$ cat config.mk
export PLATFORM = sky130hd
export DESIGN_NAME = bram_read_arbiter_flat
export DESIGN_NICKNAME = d
export VERILOG_FILES = /design/src/rtl/bram_read_arbiter_pkg.sv /design/src/rtl/bram_read_arbiter_if.sv /design/src/rtl/bram_read_arbiter_rd_latency_pipe.sv /design/src/rtl/bram_read_arbiter.sv /design/src/flat_wrapper.sv
export SDC_FILE = /design/constraint.sdc
export NUM_CORES = 1
export LEC_CHECK = 0
export ABC_AREA = 0
export CAP_MARGIN = 20
export CORE_MARGIN = 2
export CORE_UTILIZATION = 19
export DETAILED_ROUTE_END_ITERATION = 10
export GPL_ROUTABILITY_DRIVEN = 0
export MAX_ROUTING_LAYER = met4
export PLACE_DENSITY = 0.75
export SLEW_MARGIN = 20
export SYNTH_ARGS = -nofsm -noshare
export SYNTH_HDL_FRONTEND = slang
export SYNTH_SLANG_ARGS = --single-unit
export TNS_END_PERCENT = 10
$ cat constraint.sdc
create_clock -name clk -period 1.4 [get_ports clk]
set_clock_uncertainty 0.15 [all_clocks]
set_input_delay 0.14 -clock clk [delete_from_list [all_inputs] [get_ports clk]]
set_output_delay 0.14 -clock clk [all_outputs]
set_load 0.03 [all_outputs]
$ cat src/rtl/bram_read_arbiter_pkg.sv
// Shared constants and types for the BRAM read arbiter slice.
// Image geometry, BRAM sizing and requester identities live here.
package bram_read_arbiter_pkg;

  localparam int ADDR_W      = 19;
  localparam int DATA_W      = 8;
  localparam int IMG_ROW     = 540;
  localparam int IMG_COL     = 540;
  localparam int BRAM_RD_LAT = 2;

  // Requester identities; also used as the round-robin pointer value
  typedef enum logic {
    REQ_FETCH = 1'b0,
    REQ_HOST  = 1'b1
  } req_id_e;

  // One slot of the read-latency pipeline
  typedef struct packed {
    logic    valid;
    req_id_e id;
  } rd_tag_t;

endpackage

$ cat src/rtl/bram_read_arbiter_if.sv
// Bus bundle between the two requesters, the arbiter and the BRAM port.
// The slave modport is the arbiter's view; master is the surrounding system.
interface bram_read_arbiter_if #(
  parameter int ADDR_W = bram_read_arbiter_pkg::ADDR_W,
  parameter int DATA_W = bram_read_arbiter_pkg::DATA_W
);

  logic              req0_i;
  logic              req1_i;
  logic [ADDR_W-1:0] addr0_i;
  logic [ADDR_W-1:0] addr1_i;
  logic              lock0_i;
  logic              gnt0_o;
  logic              gnt1_o;
  logic              rvalid0_o;
  logic              rvalid1_o;
  logic [DATA_W-1:0] rdata_o;
  logic              busy_o;
  logic              ena_o;
  logic              wea_o;
  logic [ADDR_W-1:0] addr_o;
  logic [DATA_W-1:0] d2mem_o;
  logic [DATA_W-1:0] mem2d_i;

  modport slave (
    input  req0_i, req1_i, addr0_i, addr1_i, lock0_i, mem2d_i,
    output gnt0_o, gnt1_o, rvalid0_o, rvalid1_o, rdata_o, busy_o,
    output ena_o, wea_o, addr_o, d2mem_o
  );

  modport master (
    output req0_i, req1_i, addr0_i, addr1_i, lock0_i, mem2d_i,
    input  gnt0_o, gnt1_o, rvalid0_o, rvalid1_o, rdata_o, busy_o,
    input  ena_o, wea_o, addr_o, d2mem_o
  );

endinterface

$ cat src/rtl/bram_read_arbiter_rd_latency_pipe.sv
// Shift register that tracks which requester owns each read in flight.
// A tag pushed in the grant cycle pops out DEPTH cycles later, lined up
// with the BRAM read data. DEPTH is expected to be 1..4.
module rd_latency_pipe
  import bram_read_arbiter_pkg::*;
#(
  parameter int DEPTH = BRAM_RD_LAT
) (
  input  logic    clk,
  input  logic    rst_n,
  input  logic    push_valid,
  input  req_id_e push_id,
  output rd_tag_t pop_tag,
  output logic    busy
);

  rd_tag_t stage [DEPTH];

  // Shift tags one stage per clock; reset discards every in-flight read
  always_ff @(posedge clk or negedge rst_n) begin
    if (!rst_n) begin
      for (int i = 0; i < DEPTH; i++) begin
        stage[i] <= '{valid: 1'b0, id: REQ_FETCH};
      end
    end else begin
      stage[0] <= '{valid: push_valid, id: push_id};
      for (int i = 1; i < DEPTH; i++) begin
        stage[i] <= stage[i-1];
      end
    end
  end

  // Busy whenever any stage still carries a live read
  always_comb begin
    busy = 1'b0;
    for (int i = 0; i < DEPTH; i++) begin
      busy = busy | stage[i].valid;
    end
  end

  assign pop_tag = stage[DEPTH-1];

endmodule

$ cat src/rtl/bram_read_arbiter.sv
// Two-requester read arbiter in front of a single-port image BRAM.
// Requester 0 is the image fetch stream (may lock bursts), requester 1 is
// host/debug readback. Grants are combinational; data returns RD_LAT later.
module bram_read_arbiter #(
  parameter int ADDR_W = bram_read_arbiter_pkg::ADDR_W,
  parameter int DATA_W = bram_read_arbiter_pkg::DATA_W,
  parameter int RD_LAT = bram_read_arbiter_pkg::BRAM_RD_LAT
) (
  input logic                 clk,
  input logic                 rst_n,
  bram_read_arbiter_if.slave  bus
);

  import bram_read_arbiter_pkg::*;

  req_id_e rr_ptr;
  logic    last_gnt0;
  logic    gnt0;
  logic    gnt1;
  rd_tag_t out_tag;
  logic    pipe_busy;

  // Pick at most one winner: lock continuation, then round-robin, then sole requester
  always_comb begin
    gnt0 = 1'b0;
    gnt1 = 1'b0;
    if (rst_n) begin
      if (last_gnt0 && bus.lock0_i && bus.req0_i) begin
        gnt0 = 1'b1;
      end else if (bus.req0_i && bus.req1_i) begin
        gnt0 = (rr_ptr == REQ_FETCH);
        gnt1 = (rr_ptr == REQ_HOST);
      end else begin
        gnt0 = bus.req0_i;
        gnt1 = bus.req1_i;
      end
    end
  end

  // Pointer moves to the loser after every grant; remember whether requester 0 won
  always_ff @(posedge clk or negedge rst_n) begin
    if (!rst_n) begin
      rr_ptr    <= REQ_FETCH;
      last_gnt0 <= 1'b0;
    end else begin
      last_gnt0 <= gnt0;
      if (gnt0) begin
        rr_ptr <= REQ_HOST;
      end else if (gnt1) begin
        rr_ptr <= REQ_FETCH;
      end
    end
  end

  rd_latency_pipe #(
    .DEPTH (RD_LAT)
  ) u_rd_latency_pipe (
    .clk        (clk),
    .rst_n      (rst_n),
    .push_valid (gnt0 | gnt1),
    .push_id    (gnt1 ? REQ_HOST : REQ_FETCH),
    .pop_tag    (out_tag),
    .busy       (pipe_busy)
  );

  assign bus.gnt0_o    = gnt0;
  assign bus.gnt1_o    = gnt1;
  assign bus.ena_o     = gnt0 | gnt1;
  assign bus.addr_o    = gnt0 ? bus.addr0_i : (gnt1 ? bus.addr1_i : '0);
  assign bus.wea_o     = 1'b0;
  assign bus.d2mem_o   = '0;
  assign bus.rvalid0_o = out_tag.valid && (out_tag.id == REQ_FETCH);
  assign bus.rvalid1_o = out_tag.valid && (out_tag.id == REQ_HOST);
  assign bus.rdata_o   = out_tag.valid ? bus.mem2d_i : '0;
  assign bus.busy_o    = pipe_busy;

endmodule
$ cat src/flat_wrapper.sv
// flat-port wrapper written by rule: the top's interface ports become plain ports
module bram_read_arbiter_flat import bram_read_arbiter_pkg::*;
#(
  parameter int ADDR_W = bram_read_arbiter_pkg::ADDR_W,
  parameter int DATA_W = bram_read_arbiter_pkg::DATA_W,
  parameter int RD_LAT = bram_read_arbiter_pkg::BRAM_RD_LAT
)
  (clk, rst_n, bus_req0_i, bus_req1_i, bus_addr0_i, bus_addr1_i, bus_lock0_i, bus_mem2d_i, bus_gnt0_o, bus_gnt1_o, bus_rvalid0_o, bus_rvalid1_o, bus_rdata_o, bus_busy_o, bus_ena_o, bus_wea_o, bus_addr_o, bus_d2mem_o);
  bram_read_arbiter_if #(.ADDR_W(ADDR_W), .DATA_W(DATA_W)) bus_i ();
  input logic clk;
  input logic rst_n;
  input wire logic [$bits(bus_i.req0_i)-1:0] bus_req0_i;
  input wire logic [$bits(bus_i.req1_i)-1:0] bus_req1_i;
  input wire logic [$bits(bus_i.addr0_i)-1:0] bus_addr0_i;
  input wire logic [$bits(bus_i.addr1_i)-1:0] bus_addr1_i;
  input wire logic [$bits(bus_i.lock0_i)-1:0] bus_lock0_i;
  input wire logic [$bits(bus_i.mem2d_i)-1:0] bus_mem2d_i;
  output wire logic [$bits(bus_i.gnt0_o)-1:0] bus_gnt0_o;
  output wire logic [$bits(bus_i.gnt1_o)-1:0] bus_gnt1_o;
  output wire logic [$bits(bus_i.rvalid0_o)-1:0] bus_rvalid0_o;
  output wire logic [$bits(bus_i.rvalid1_o)-1:0] bus_rvalid1_o;
  output wire logic [$bits(bus_i.rdata_o)-1:0] bus_rdata_o;
  output wire logic [$bits(bus_i.busy_o)-1:0] bus_busy_o;
  output wire logic [$bits(bus_i.ena_o)-1:0] bus_ena_o;
  output wire logic [$bits(bus_i.wea_o)-1:0] bus_wea_o;
  output wire logic [$bits(bus_i.addr_o)-1:0] bus_addr_o;
  output wire logic [$bits(bus_i.d2mem_o)-1:0] bus_d2mem_o;
  assign bus_i.req0_i = bus_req0_i;
  assign bus_i.req1_i = bus_req1_i;
  assign bus_i.addr0_i = bus_addr0_i;
  assign bus_i.addr1_i = bus_addr1_i;
  assign bus_i.lock0_i = bus_lock0_i;
  assign bus_i.mem2d_i = bus_mem2d_i;
  assign bus_gnt0_o = bus_i.gnt0_o;
  assign bus_gnt1_o = bus_i.gnt1_o;
  assign bus_rvalid0_o = bus_i.rvalid0_o;
  assign bus_rvalid1_o = bus_i.rvalid1_o;
  assign bus_rdata_o = bus_i.rdata_o;
  assign bus_busy_o = bus_i.busy_o;
  assign bus_ena_o = bus_i.ena_o;
  assign bus_wea_o = bus_i.wea_o;
  assign bus_addr_o = bus_i.addr_o;
  assign bus_d2mem_o = bus_i.d2mem_o;
  bram_read_arbiter #(.ADDR_W(ADDR_W), .DATA_W(DATA_W), .RD_LAT(RD_LAT)) u_core (.clk(clk), .rst_n(rst_n), .bus(bus_i));
endmodule
==> results of run 1 <==
-- stage by stage --
step                      power, W  hold slack (ns)  setup TNS, ns  area (um2)   util
after floorplan           0.000577           -0.306          -1.95         692      -
after global placement    0.000834            0.184          -8.86        1400  0.504
after detailed placement  0.000842            0.196         -10.14        1400  0.504
after CTS                  0.00108            0.205          -9.08        1570  0.565
after global routing       0.00112            0.223         -10.21        1580  0.567
final                      0.00107            0.207          -8.63        1580  0.567
-- kinds of logic (layout without fill, tap and decap cells) --
kind of cell / Yosys count / after routing / synth area share
other cells: 1 / 9 / 0.00672
flops: 6 / 6 / 0.269
simple gates: 13 / 13 / 0.141
compound gates: 23 / 25 / 0.381
buf+inv: 15 / 93 / 0.202
-- registers in the layout, summed over array words and instances (netlist names) --
register                          cells
u_core.last_gnt0                      1
u_core.rr_ptr                         1
u_core.u_rd_latency_pipe.pop_tag      2
u_core.u_rd_latency_pipe.stage        2
-- repair_timing --
item,in CTS,in global routing
buffers inserted,0,0
endpoints found under the setup margin,24,24
gates resized for setup,31,1
gates cloned,3,0
hold buffers,1,0
pin swaps,5,2
hold endpoints to repair,6,0
-- cell usage in the layout (no fill, tap or decap), drive strengths merged --
cell type	n
a21bo	1
a21oi	1
a22o	19
a32o	1
and2	9
buf	37
clkbuf	3
clkdlybuf4s15	1
clkdlybuf4s50	49
conb	9
dfrtp	6
dlygate4sd2	1
dlygate4sd3	1
inv	1
nand2	1
nor2b	1
o211a	3
or2	2
-- worst max path at each step --
stage / startpoint / slack (ns) / cells after the start / endpoint
floorplan: u_core.rr_ptr$_DFFE_PN0P_ / -0.10 / 4 / bus_addr_o[10]
global placement: bus_lock0_i / -0.48 / 5 / bus_ena_o
detailed placement: bus_lock0_i / -0.53 / 5 / bus_ena_o
CTS: u_core.rr_ptr$_DFFE_PN0P_ / -0.44 / 4 / bus_addr_o[12]
global route: u_core.rr_ptr$_DFFE_PN0P_ / -0.50 / 5 / bus_addr_o[6]
finish: u_core.last_gnt0$_DFF_PN0_ / -0.43 / 4 / bus_addr_o[12]
-- layer usage --
layer  vias up  global-route usage
met5         -                   -
met4         0              0.0498
met3         4              0.0491
met2        71               0.313
met1       352               0.145
li1        377                   -
-- report_power, final --
group / total, W / internal, W / switching [W]
Sequential: 0.000200 / 0.000192 / 0.00000798
Combinational: 0.000714 / 0.000369 / 0.000345
Clock: 0.000155 / 0.0000967 / 0.0000583
Total: 0.00107 / 0.000658 / 0.000411
-- critical path, cell delays in order (launching register included) --
cell and delay, ns:
dfrtp_1 0.37, a21bo_4 0.24, o211a_4 0.30, a22o_4 0.24, buf_12 0.14
-- cell type report --
cell class                 instances  area, um2
fill                             212       1200
timing repair buffer              89        893
multi-input combinational         47        468
sequential                         6        150
tap                               31       38.8
clock buffer                       3       22.5
inverter                           1       3.75
==> reports/metrics.cfg, run 1 <==
[run_status]
status=finished with violations
violations=negative setup slack

[floorplan]
start_util=0.201
dieArea_mm2=0.00339
die_w_um=58.2
row_count=19
die_h_um=58.2
core_area_mm2=0.00278
io_pins=93

[yosys]
yosysTopAreaCellShare=0.298
synthArstFlopShare=1.00
synth_top_cell_by_area=a22o_1
yosys_warnings=0
synth.cell_area_um2=558
ys_ff_latch=6
synth_common_cells=a22o_1 (19), buf_4 (11), and2_1 (9), dfrtp_1 (6)
syn_avg_cell_area_um2=9.62
yosys-top-cells-area=a22o_1 (30%), dfrtp_1 (27%), buf_4 (15%), and2_1 (10%), buf_6 (4.0%)
synth-seq-area-share=0.269
syn_inst=58
yosysMostFrequentCell=a22o_1
synth_edf_count=0
synth-main-ff-cell=dfrtp_1
yosysUniqueCellTypes=15

[setup_path]
required_ns=1.11
worst_setup_path_start_kind=flip-flop
critPathCaptureType=output pin
path_max_fanout=11
r2r_end=u_core.u_rd_latency_pipe.stage[3]$_DFF_PN0_
r2r_cells=3
r2r_slack_ns=0.01
criticalPathCategory=reg -> out
r2r-start=u_core.last_gnt0$_DFF_PN0_
crit_arrival_ns=1.54

[drt]
ant_nets=0
vias=804
drt-initial-drc-count=17
wl_met3_um=304
drtPass1Iterations=4
wl_met2_um=1340
met1_length_um=845
drc=0
wirelength_um=2530
drt-vias-per-instance=4.54
wire_per_inst_um=14.3
highest_layer=met4

[placed_design]
placement.io_buffers=83
dp_slack_ns=-0.534
dp.cells=170

[clock_tree]
cts_sinks=6
path_clk_slew_ns=0.04
worstSkewPairLatency_ns=0.24
tritoncts=done
cts-buffers-inserted=3
max-clock-path-buffers=2
clockRootBuffer=clkbuf_4
cts_max_level=1

[timing]
setup_viol=23
period_share=1.30
max_freq_ghz=0.548
fin_crit_ns=1.83
setup_ws_ns=-0.426
rsz0062_at_grt=yes
hold_viol_final=0
drv_slew=0

[power_and_ir_drop]
p_leak_nw=0.735
pwr_density_cell_mw_per_mm2=678
vdd_drop_max_mv=0.563

[global_routing]
grt_pass1_vias=848
grt_max_degree=12
grt_first_pass_wirelength_um=3910
track_usage=0.160
antenna_found_initial=0
grt.overflow.total=0

[finish]
fin_nets=199
stdcell_count=177
n_antenna_cell=0
drive_gt1_frac=0.459
area_growth_pct=183

[min_path]
worstHoldPathCells=0
worstHoldStart=u_core.u_rd_latency_pipe.stage[2]$_DFF_PN0_
holdPathEnd=u_core.u_rd_latency_pipe.pop_tag[0]$_DFF_PN0_
min-delay-path-class=reg -> reg

[run]
cap_violations=0

No activity file was read; power rests on OpenSTA's default activity.
==> inputs of run 2 (changes only) <==
--- a/config.mk
+++ b/config.mk
@@ -7,12 +7,11 @@
 export LEC_CHECK = 0
 export ABC_AREA = 0
 export CAP_MARGIN = 20
-export CORE_MARGIN = 2
-export CORE_UTILIZATION = 19
+export CORE_UTILIZATION = 21
 export DETAILED_ROUTE_END_ITERATION = 10
 export GPL_ROUTABILITY_DRIVEN = 0
 export MAX_ROUTING_LAYER = met4
-export PLACE_DENSITY = 0.75
+export PLACE_DENSITY = 0.79
 export SLEW_MARGIN = 20
 export SYNTH_ARGS = -nofsm -noshare
 export SYNTH_HDL_FRONTEND = slang
==> constraint.sdc (replaced) <==
create_clock -name clk -period 1.95 [get_ports clk]
set_clock_uncertainty 0.15 [all_clocks]
set_input_delay 0.195 -clock clk [delete_from_list [all_inputs] [get_ports clk]]
set_output_delay 0.195 -clock clk [all_outputs]
set_load 0.03 [all_outputs]
==> run 2 against run 1 <==
  * The flow now finishes without violations
  * Combinational power down 36%
  * Count of clock-buffer cells in the layout unchanged
  * Setup slack better by 0.46 ns
  * Largest cell class unchanged
  * Largest power group unchanged
==> reports/metrics.cfg, run 2 (synthesis gave the netlist of run 1 again) <==
[run_status]
status=completed

[timing]
setup_ws_ns=0.0293  ; +0.456 ns
period_share=0.985
max_freq_ghz=0.521
rsz0062_at_grt=yes
drv_slew=0  ; unchanged
finalSetupTns_ns=0  ; +8.63 ns
setup_viol=0  ; -100%
fin_crit_ns=1.92
hold_viol_final=0  ; unchanged

[setup_path]
path_max_fanout=10  ; -1
critPathCaptureType=output pin
crit_arrival_ns=1.58  ; +0.04 ns
worst_setup_path_start_kind=flip-flop
required_ns=1.60  ; +0.49 ns
criticalPathCategory=reg -> out

[clock_tree]
cts_sinks=6  ; unchanged
clockRootBuffer=clkbuf_4
path_clk_slew_ns=0.04  ; about the same
max-clock-path-buffers=2  ; unchanged
tritoncts=done
cts-buffers-inserted=3  ; unchanged
post_cts_buffers=0  ; unchanged
worstSkewPairLatency_ns=0.24  ; about the same
cts_max_level=1  ; unchanged

[floorplan]
row_count=18  ; -1
die_h_um=53.6  ; -8.0%
core_area_mm2=0.00250  ; -10%
die_w_um=53.6  ; -8.0%
start_util=0.223  ; +0.0226
io_pins=93  ; unchanged
dieArea_mm2=0.00287  ; -15%

[drt]
wire_per_inst_um=12.7  ; -11%
vias=771  ; -4.1%
ant_nets=0  ; unchanged
drt-initial-drc-count=9  ; -8
drc=0  ; unchanged
wirelength_um=2210  ; -13%
drt-vias-per-instance=4.46  ; -1.9%
drtPass1Iterations=4  ; unchanged

[finish]
stdcell_count=173  ; -2.3%
area_growth_pct=157
n_antenna_cell=0  ; unchanged
drive_gt1_frac=0.245  ; -0.214
final_common_cell=clkdlybuf4s50_1
fin_nets=196  ; -1.5%
final_cell_mix=clkdlybuf4s50_1 (60), a22o_1 (19), buf_6 (15), buf_4 (10)

[global_routing]
grt_pass1_vias=708  ; -17%
track_usage=0.149  ; -0.0111
antenna_found_initial=0  ; unchanged
grt_max_degree=12  ; unchanged
grt.overflow.total=0  ; unchanged
grt_first_pass_wirelength_um=3020  ; -23%

[min_path]
min-delay-path-class=in -> async

[placed_design]
dp_slack_ns=0.0332  ; +0.567 ns
dp.cells=170  ; unchanged
placement.io_buffers=83  ; unchanged

[run]
cap_violations=0  ; unchanged

[power_and_ir_drop]
p_leak_nw=0.651  ; -11%
power.total_w=0.000710  ; -34%
pwr_density_cell_mw_per_mm2=494  ; -27%
vdd_drop_max_mv=0.348  ; -38%

-- run 2: what timing repair did --
action	in CTS	in global routing
resized for setup	0	16
endpoints found under the setup margin	0	18
hold buffers	0	0
-- run 2: per-layer routing --
metal  global-route usage  wire length, um
met5                    -                0
met4               0.0921               34
met3               0.0282              226
met2                0.281             1230
met1                0.136              714
-- run 2: through the flow --
stage | area (um2) | util | hold slack (ns)
5_1_grt | 1440 | 0.575 | 0.204
4_1_cts | 1380 | 0.551 | 0.166
2_1_floorplan | 588 | - | -0.251
6_report | 1440 | 0.575 | 0.174
3_3_place_gp | 1360 | 0.542 | 0.185
3_5_place_dp | 1360 | 0.542 | 0.188
-- run 2: final timing paths --
kind / startpoint / end / slack, ns / depth (start not counted)
max in group asynchronous: rst_n / u_core.u_rd_latency_pipe.pop_tag[0]$_DFF_PN0_ / 1.36 / 2
max reg2reg: u_core.last_gnt0$_DFF_PN0_ / u_core.u_rd_latency_pipe.stage[3]$_DFF_PN0_ / 0.53 / 3
min: rst_n / u_core.u_rd_latency_pipe.stage[3]$_DFF_PN0_ / 0.17 / 2
max: u_core.last_gnt0$_DFF_PN0_ / bus_addr_o[5] / 0.03 / 5
min in group clk: u_core.u_rd_latency_pipe.stage[2]$_DFF_PN0_ / u_core.u_rd_latency_pipe.pop_tag[0]$_DFF_PN0_ / 0.20 / 0
min reg2reg: u_core.u_rd_latency_pipe.stage[2]$_DFF_PN0_ / u_core.u_rd_latency_pipe.pop_tag[0]$_DFF_PN0_ / 0.20 / 0
-- run 2: cell type report --
class	instances	area (um2)
clock buffers	3	22.5
fillers	220	1060
inverters	1	3.75
multi-input cells	45	325
flip-flops and latches	6	150
well taps	30	37.5
repair buffers	88	897
-- run 2: worst max-delay path, cell delays in order (launching register included) --
cell and delay (ns):
dfrtp_1 0.35, a21bo_2 0.24, o211a_4 0.26, buf_12 0.14
a22o_1 0.18, buf_4 0.17
-- run 2: power by group --
| part | total [W] | switching (W) | internal [W] | leakage [nW] |
|---|---|---|---|---|
| clock network | 0.000108 | 0.0000388 | 0.0000692 | 0.0138 |
| logic | 0.000457 | 0.000221 | 0.000236 | 0.561 |
| registers | 0.000145 | 0.00000755 | 0.000138 | 0.0766 |
==> inputs of run 3 (changes only) <==
--- a/config.mk
+++ b/config.mk
@@ -12,7 +12,7 @@
 export GPL_ROUTABILITY_DRIVEN = 0
 export MAX_ROUTING_LAYER = met4
 export PLACE_DENSITY = 0.79
-export SLEW_MARGIN = 20
+export SLEW_MARGIN = 5
 export SYNTH_ARGS = -nofsm -noshare
 export SYNTH_HDL_FRONTEND = slang
 export SYNTH_SLANG_ARGS = --single-unit
==> constraint.sdc (replaced) <==
create_clock -name clk -period 1.95 [get_ports clk]
set_clock_uncertainty 0.15 [all_clocks]
set_input_delay 0.195 -clock clk [delete_from_list [all_inputs] [get_ports clk]]
set_output_delay 0.195 -clock clk [all_outputs]
set_load 0.05 [all_outputs]
==> run 3 against run 2 <==
  * Hold slack worse by 0.16 ns
  * Non-clock buffer count decreased by 2
  * Global-route usage increased by 4.0 points
  * Setup slack worse by 0.0041 ns
  * Wire length is 18% higher
  * Sequential share of layout area decreased by 1.8 points
  * Flip-flop and latch count unchanged
  * Final area is 21% higher
  * Total power up 34%
  * Core utilization rose by 12 points
  * Register-to-register slack worse by 0.02 ns
  * Largest power group unchanged
==> reports/metrics.cfg, run 3 (synthesis gave the netlist of run 1 again) <==
[run_status]
status=completed

[global_routing]
grt_pass1_vias=781  ; +10%
grt_first_pass_wirelength_um=3730  ; +23%
track_usage=0.189  ; +0.0399
antenna_found_initial=0  ; unchanged
grt_max_degree=22  ; +10
grt.overflow.total=0  ; unchanged

[power_and_ir_drop]
p_leak_nw=0.747  ; +15%
vdd_drop_max_mv=0.408  ; +17%
power.total_w=0.000949  ; +34%
pwr_density_cell_mw_per_mm2=545  ; +10%

[drt]
drc=0  ; unchanged
wire_per_inst_um=15.0  ; +18%
drt-vias-per-instance=4.62  ; +3.6%
vias=799  ; +3.6%
drt-initial-drc-count=10  ; +1
drtPass1Iterations=4  ; unchanged
wirelength_um=2590  ; +18%
ant_nets=0  ; unchanged

[clock_tree]
post_cts_buffers=0  ; unchanged
cts_max_level=1  ; unchanged
worstSkewPairLatency_ns=0.24  ; about the same
cts-buffers-inserted=3  ; unchanged
cts_sinks=6  ; unchanged
max-clock-path-buffers=2  ; unchanged
path_clk_slew_ns=0.04  ; about the same
clockRootBuffer=clkbuf_4
tritoncts=done

[setup_path]
path_max_fanout=21  ; +11
cp_slowest_cell=dfrtp_1
critPathCaptureType=output pin
crit_arrival_ns=1.58  ; about the same
criticalPathCategory=reg -> out
worstPathCellList=a21bo_4 > a21oi_4 > buf_12 > a22o_1 > buf_12
cpPeakStageDelay_ns=0.38  ; +0.03 ns
worst_setup_path_start_kind=flip-flop
crit_top_cell=buf_12
required_ns=1.60  ; about the same

[finish]
fillers=186  ; -15%
fin_nets=196  ; unchanged
drive_gt1_frac=0.322  ; +0.0769
final_common_cell=clkdlybuf4s50_1
final_cell_mix=clkdlybuf4s50_1 (49), buf_12 (31), a22o_1 (19), and2_1 (9), conb_1 (9)
seqCellArea_um2=150  ; unchanged
area_growth_pct=212
n_antenna_cell=0  ; unchanged
multiInputGateArea_um2=369  ; +13%

[placed_design]
placement.io_buffers=83  ; unchanged

[floorplan]
dieArea_mm2=0.00287  ; unchanged
core_area_mm2=0.00250  ; unchanged
die_h_um=53.6  ; unchanged
io_pins=93  ; unchanged
start_util=0.223  ; unchanged
row_count=18  ; unchanged
die_w_um=53.6  ; unchanged

[timing]
period_share=0.987  ; +0.00209
fin_worst_hold_slack_ns=0.0102  ; -0.164 ns
max_freq_ghz=0.520  ; -0.21%
setup_viol=0  ; unchanged
hold_viol_final=0  ; unchanged
drv_slew=0  ; unchanged
fin_crit_ns=1.92  ; +0.00407 ns
rsz0062_at_grt=yes

[run]
cap_violations=0  ; unchanged

[min_path]
min-delay-path-class=in -> async

## run 3: changes by cell type in the layout (fill, tap and decap cells not counted), moves of 5 or more
cell | before | now
buf_12 | 2 | 31
buf_4 | 10 | 5
clkdlybuf4s50_1 | 60 | 49
buf_6 | 15 | 0
## run 3: cell type report
type | instances | area share
clock buffers | 3 | 0.0129
inverters | 1 | 0.00216
multi-input cells | 47 | 0.212
flip-flops and latches | 6 | 0.0863
well taps | 30 | 0.0216
repair buffers | 86 | 0.665
## run 3: per-layer routing
layer,GRT usage,vias up,part of all wire
met5,-,-,0
met4,0.0789,0,0.0027
met3,0.0198,2,0.078
met2,0.367,53,0.57
met1,0.188,372,0.35
li1,-,372,-
## run 3: critical path: cells and delay by family (launching register included)
kind,cells,cell delay (ns)
buf+inv,2,0.33
flops,1,0.38
compound gates,3,0.63
## run 3: path summary, 6_finish.rpt
path	startpoint	cells after the start	slack, ns	endpoint
max	u_core.last_gnt0$_DFF_PN0_	5	0.03	bus_addr_o[0]
min	rst_n	2	0.01	u_core.u_rd_latency_pipe.stage[3]$_DFF_PN0_
max reg2reg	u_core.last_gnt0$_DFF_PN0_	3	0.51	u_core.u_rd_latency_pipe.stage[3]$_DFF_PN0_
min reg2reg	u_core.u_rd_latency_pipe.stage[2]$_DFF_PN0_	0	0.20	u_core.u_rd_latency_pipe.pop_tag[0]$_DFF_PN0_
max in group asynchronous	rst_n	2	1.52	u_core.u_rd_latency_pipe.pop_tag[0]$_DFF_PN0_
min in group clk	u_core.u_rd_latency_pipe.stage[2]$_DFF_PN0_	0	0.20	u_core.u_rd_latency_pipe.pop_tag[0]$_DFF_PN0_
## run 3: through the flow
stage / util / setup slack [ns] / instances / area (um2) / setup TNS, ns
6_report: 0.696 / 0.0253 / 173 / 1740 / 0
5_1_grt: 0.696 / -0.00635 / 173 / 1740 / -0.0296
4_1_cts: 0.696 / -0.00254 / 173 / 1740 / -0.00254
3_5_place_dp: 0.670 / -0.0397 / 168 / 1680 / -0.0397
3_3_place_gp: 0.670 / -0.0149 / 168 / 1680 / -0.0149
2_1_floorplan: - / 0.144 / 66 / 588 / 0
## run 3: where the power goes
| group | leakage, nW | internal (W) | switching (W) |
|---|---|---|---|
| logic | 0.657 | 0.000338 | 0.000355 |
| clock network | 0.0138 | 0.0000693 | 0.0000401 |
| registers | 0.0766 | 0.000138 | 0.00000911 |
| total | 0.747 | 0.000545 | 0.000404 |
## run 3: timing repair
action / 4_1_cts / 5_1_grt
cloned: 2 / 0
gates resized for setup: 5 / 0
endpoints found under the setup margin: 4 / 19
pin swaps: 1 / 4
hold buffers: 0 / 0
==> RTL edit, RTL diff (config.mk and constraints of run 1) <==
`DATA_W`: 8 -> 10.
--- a/src/rtl/bram_read_arbiter_pkg.sv
+++ b/src/rtl/bram_read_arbiter_pkg.sv
@@ -3,7 +3,7 @@
 package bram_read_arbiter_pkg;
 
   localparam int ADDR_W      = 19;
-  localparam int DATA_W      = 8;
+  localparam int DATA_W      = 10;
   localparam int IMG_ROW     = 540;
   localparam int IMG_COL     = 540;
   localparam int BRAM_RD_LAT = 2;
Ports: changed (resized bus_d2mem_o, bus_mem2d_i and bus_rdata_o); port bits go from 93 to 99. No check against the original RTL was run, so the function may have changed too.
==> RTL edit against run 1 <==
  * The flow still finishes with violations (negative setup slack)
  * Die area is 4.6% higher
  * Power increased by 4.8%
  * Synthesized area up 4.9%
  * Global-route usage rose by 1.2 points
  * Fmax up 0.26%
  * Wire length increased by 14%
  * First-iteration DRC count fell by 41%
  * Final cell count rose by 6.2%
  * Worst setup slack improved by 0.0048 ns
  * Sequential power barely moved
  * Sequential cell count did not move
  * Design area is 6.1% higher
==> RTL edit: results (changes against run 1) <==
- P_sw: 0.443 mW (was 0.411 mW)
- Comb power frac: 68.4% (was 66.8%)
- Setup ws final: -0.421 ns (was -0.426 ns)
- H-tree depth: 1 (unchanged)
- Synth Flop Type: dfrtp_1 (unchanged)
- Post-CTS resize count: 38 (was 31)
- Post-CTS setup buffers: 0 (unchanged)
- Met3 Use GR: 2.18% (was 4.91%)
- Grt met1 use: 19.8% (was 14.5%)
- TritonCTS Buffers: 3 (unchanged)
- Outcome: finished, violations left (unchanged)
- Clock Tree Root: clkbuf_4 (unchanged)
- Post-synth top cells: a22o_1 (19), buf_4 (13), and2_1 (11) (was a22o_1 (19), buf_4 (11), and2_1 (9))
- Failing checks: negative setup slack (unchanged)
- Asr flop ratio synth: 100% (unchanged)
- Vias in the first global route: 849 (was 848)
- Total GRT Usage: 17.2% (was 16.0%)
- Global routing met2 resource utilization: 30.9% (was 31.3%)
- Setup-failing EPs final: 24 (was 23)
- Worst hold path type: primary input to asynchronous set/reset pin (was flop to flop)
- DR WL/cell: 15.4 um (was 14.3 um)
- FF-to-FF setup slack: -0.01 ns (was 0.01 ns)
- Hold slack final: 0.0530 ns (was 0.207 ns)
- Area contributors post-synth: a22o_1 (28%), dfrtp_1 (26%), buf_4 (17%) (was a22o_1 (30%), dfrtp_1 (27%), buf_4 (15%))
- Syn avg cell area: 9.44 sq um (was 9.62 sq um)
- Clk power: 0.154 mW
- Hold_buf cts: 0 (was 1)
- Dpl hpwl: 2250 um
- Largest net degree at the start of global routing: 13 (was 12)
- Register-to-Register Path Depth: 3 (unchanged)
- Number of DRC markers in iteration 0: 10 (was 17)
- Crit path max-delay family: compound AO/OA/AOI/OAI gates (unchanged)
- Met2 WL post-DR: 1520 um (was 1340 um)
- DR top layer: met4 (unchanged)
- DR pass1 iterations: 3 (was 4)
- Setup TNS: -8.56 ns (was -8.63 ns)
- Placement Cell Area: 0.00146 sq mm (was 0.00140 sq mm)
- Final nets: 210 (was 199)
- LEAKAGE: 0.785 nW (was 0.735 nW)
- IO buf count: 87 (was 83)
- Fin cells: 188 (was 177)
- Dpl cells: 181 (was 170)
- Met3 WL: 295 um (was 304 um)
- CP peak stage delay: 0.37 ns (about the same)
- M1 WL: 1060 um (was 845 um)
- Number of antenna diodes: 0 (unchanged)
- CP arrival: 1.53 ns
- Power Total: 1.12 mW (was 1.07 mW)
- Clock slew seen by the registers of the worst setup and hold paths: 0.04 ns (about the same)
- VDD IR max: 0.000217 V (was 0.000563 V)
- Share of layout cells above drive strength 1: 45.8% (was 45.9%)
- RR Endpoint: u_core.u_rd_latency_pipe.stage[3]$_DFF_PN0_ (unchanged)
- Crit path launch: u_core.last_gnt0$_DFF_PN0_ (unchanged)
- Vias after detailed routing: 844 (was 804)
- Dpl ws: -0.514 ns (was -0.534 ns)
- First-pass GRT wire length: 4330 um (was 3910 um)
- Worst-skew pair later-pin latency: 0.24 ns (about the same)
- Initial antenna violation count: 0 (unchanged)
- Critical-path top delay cell: dfrtp_1 (unchanged)
- Register area share after synthesis: 25.6% (was 26.9%)
RTL edit: how the worst max path moves through the flow:
stage | depth (start not counted) | slack [ns] | to
global route | 5 | -0.48 | bus_addr_o[1]
detailed placement | 5 | -0.51 | bus_ena_o
finish | 5 | -0.42 | bus_addr_o[1]
floorplan | 4 | -0.10 | bus_addr_o[10]
CTS | 4 | -0.45 | bus_ena_o
global placement | 5 | -0.49 | bus_ena_o
RTL edit: cell type report:
cell class / instances / area, sq um
Timing Repair Buffer: 93 / 935
Inverter: 1 / 3.75
Clock buffer: 3 / 22.5
Multi-Input combinational cell: 52 / 520
Tap cell: 33 / 41.3
Sequential cell: 6 / 150
Fill cell: 266 / 1330
RTL edit: logic make-up after synthesis:
family | after synthesis | share of synthesized area (%)
AOI/OAI and AO/OA | 23 | 36.3
buffers and inverters | 17 | 21.8
and+or+nand+nor | 15 | 15.6
DFF | 6 | 25.6
other | 1 | 0.640
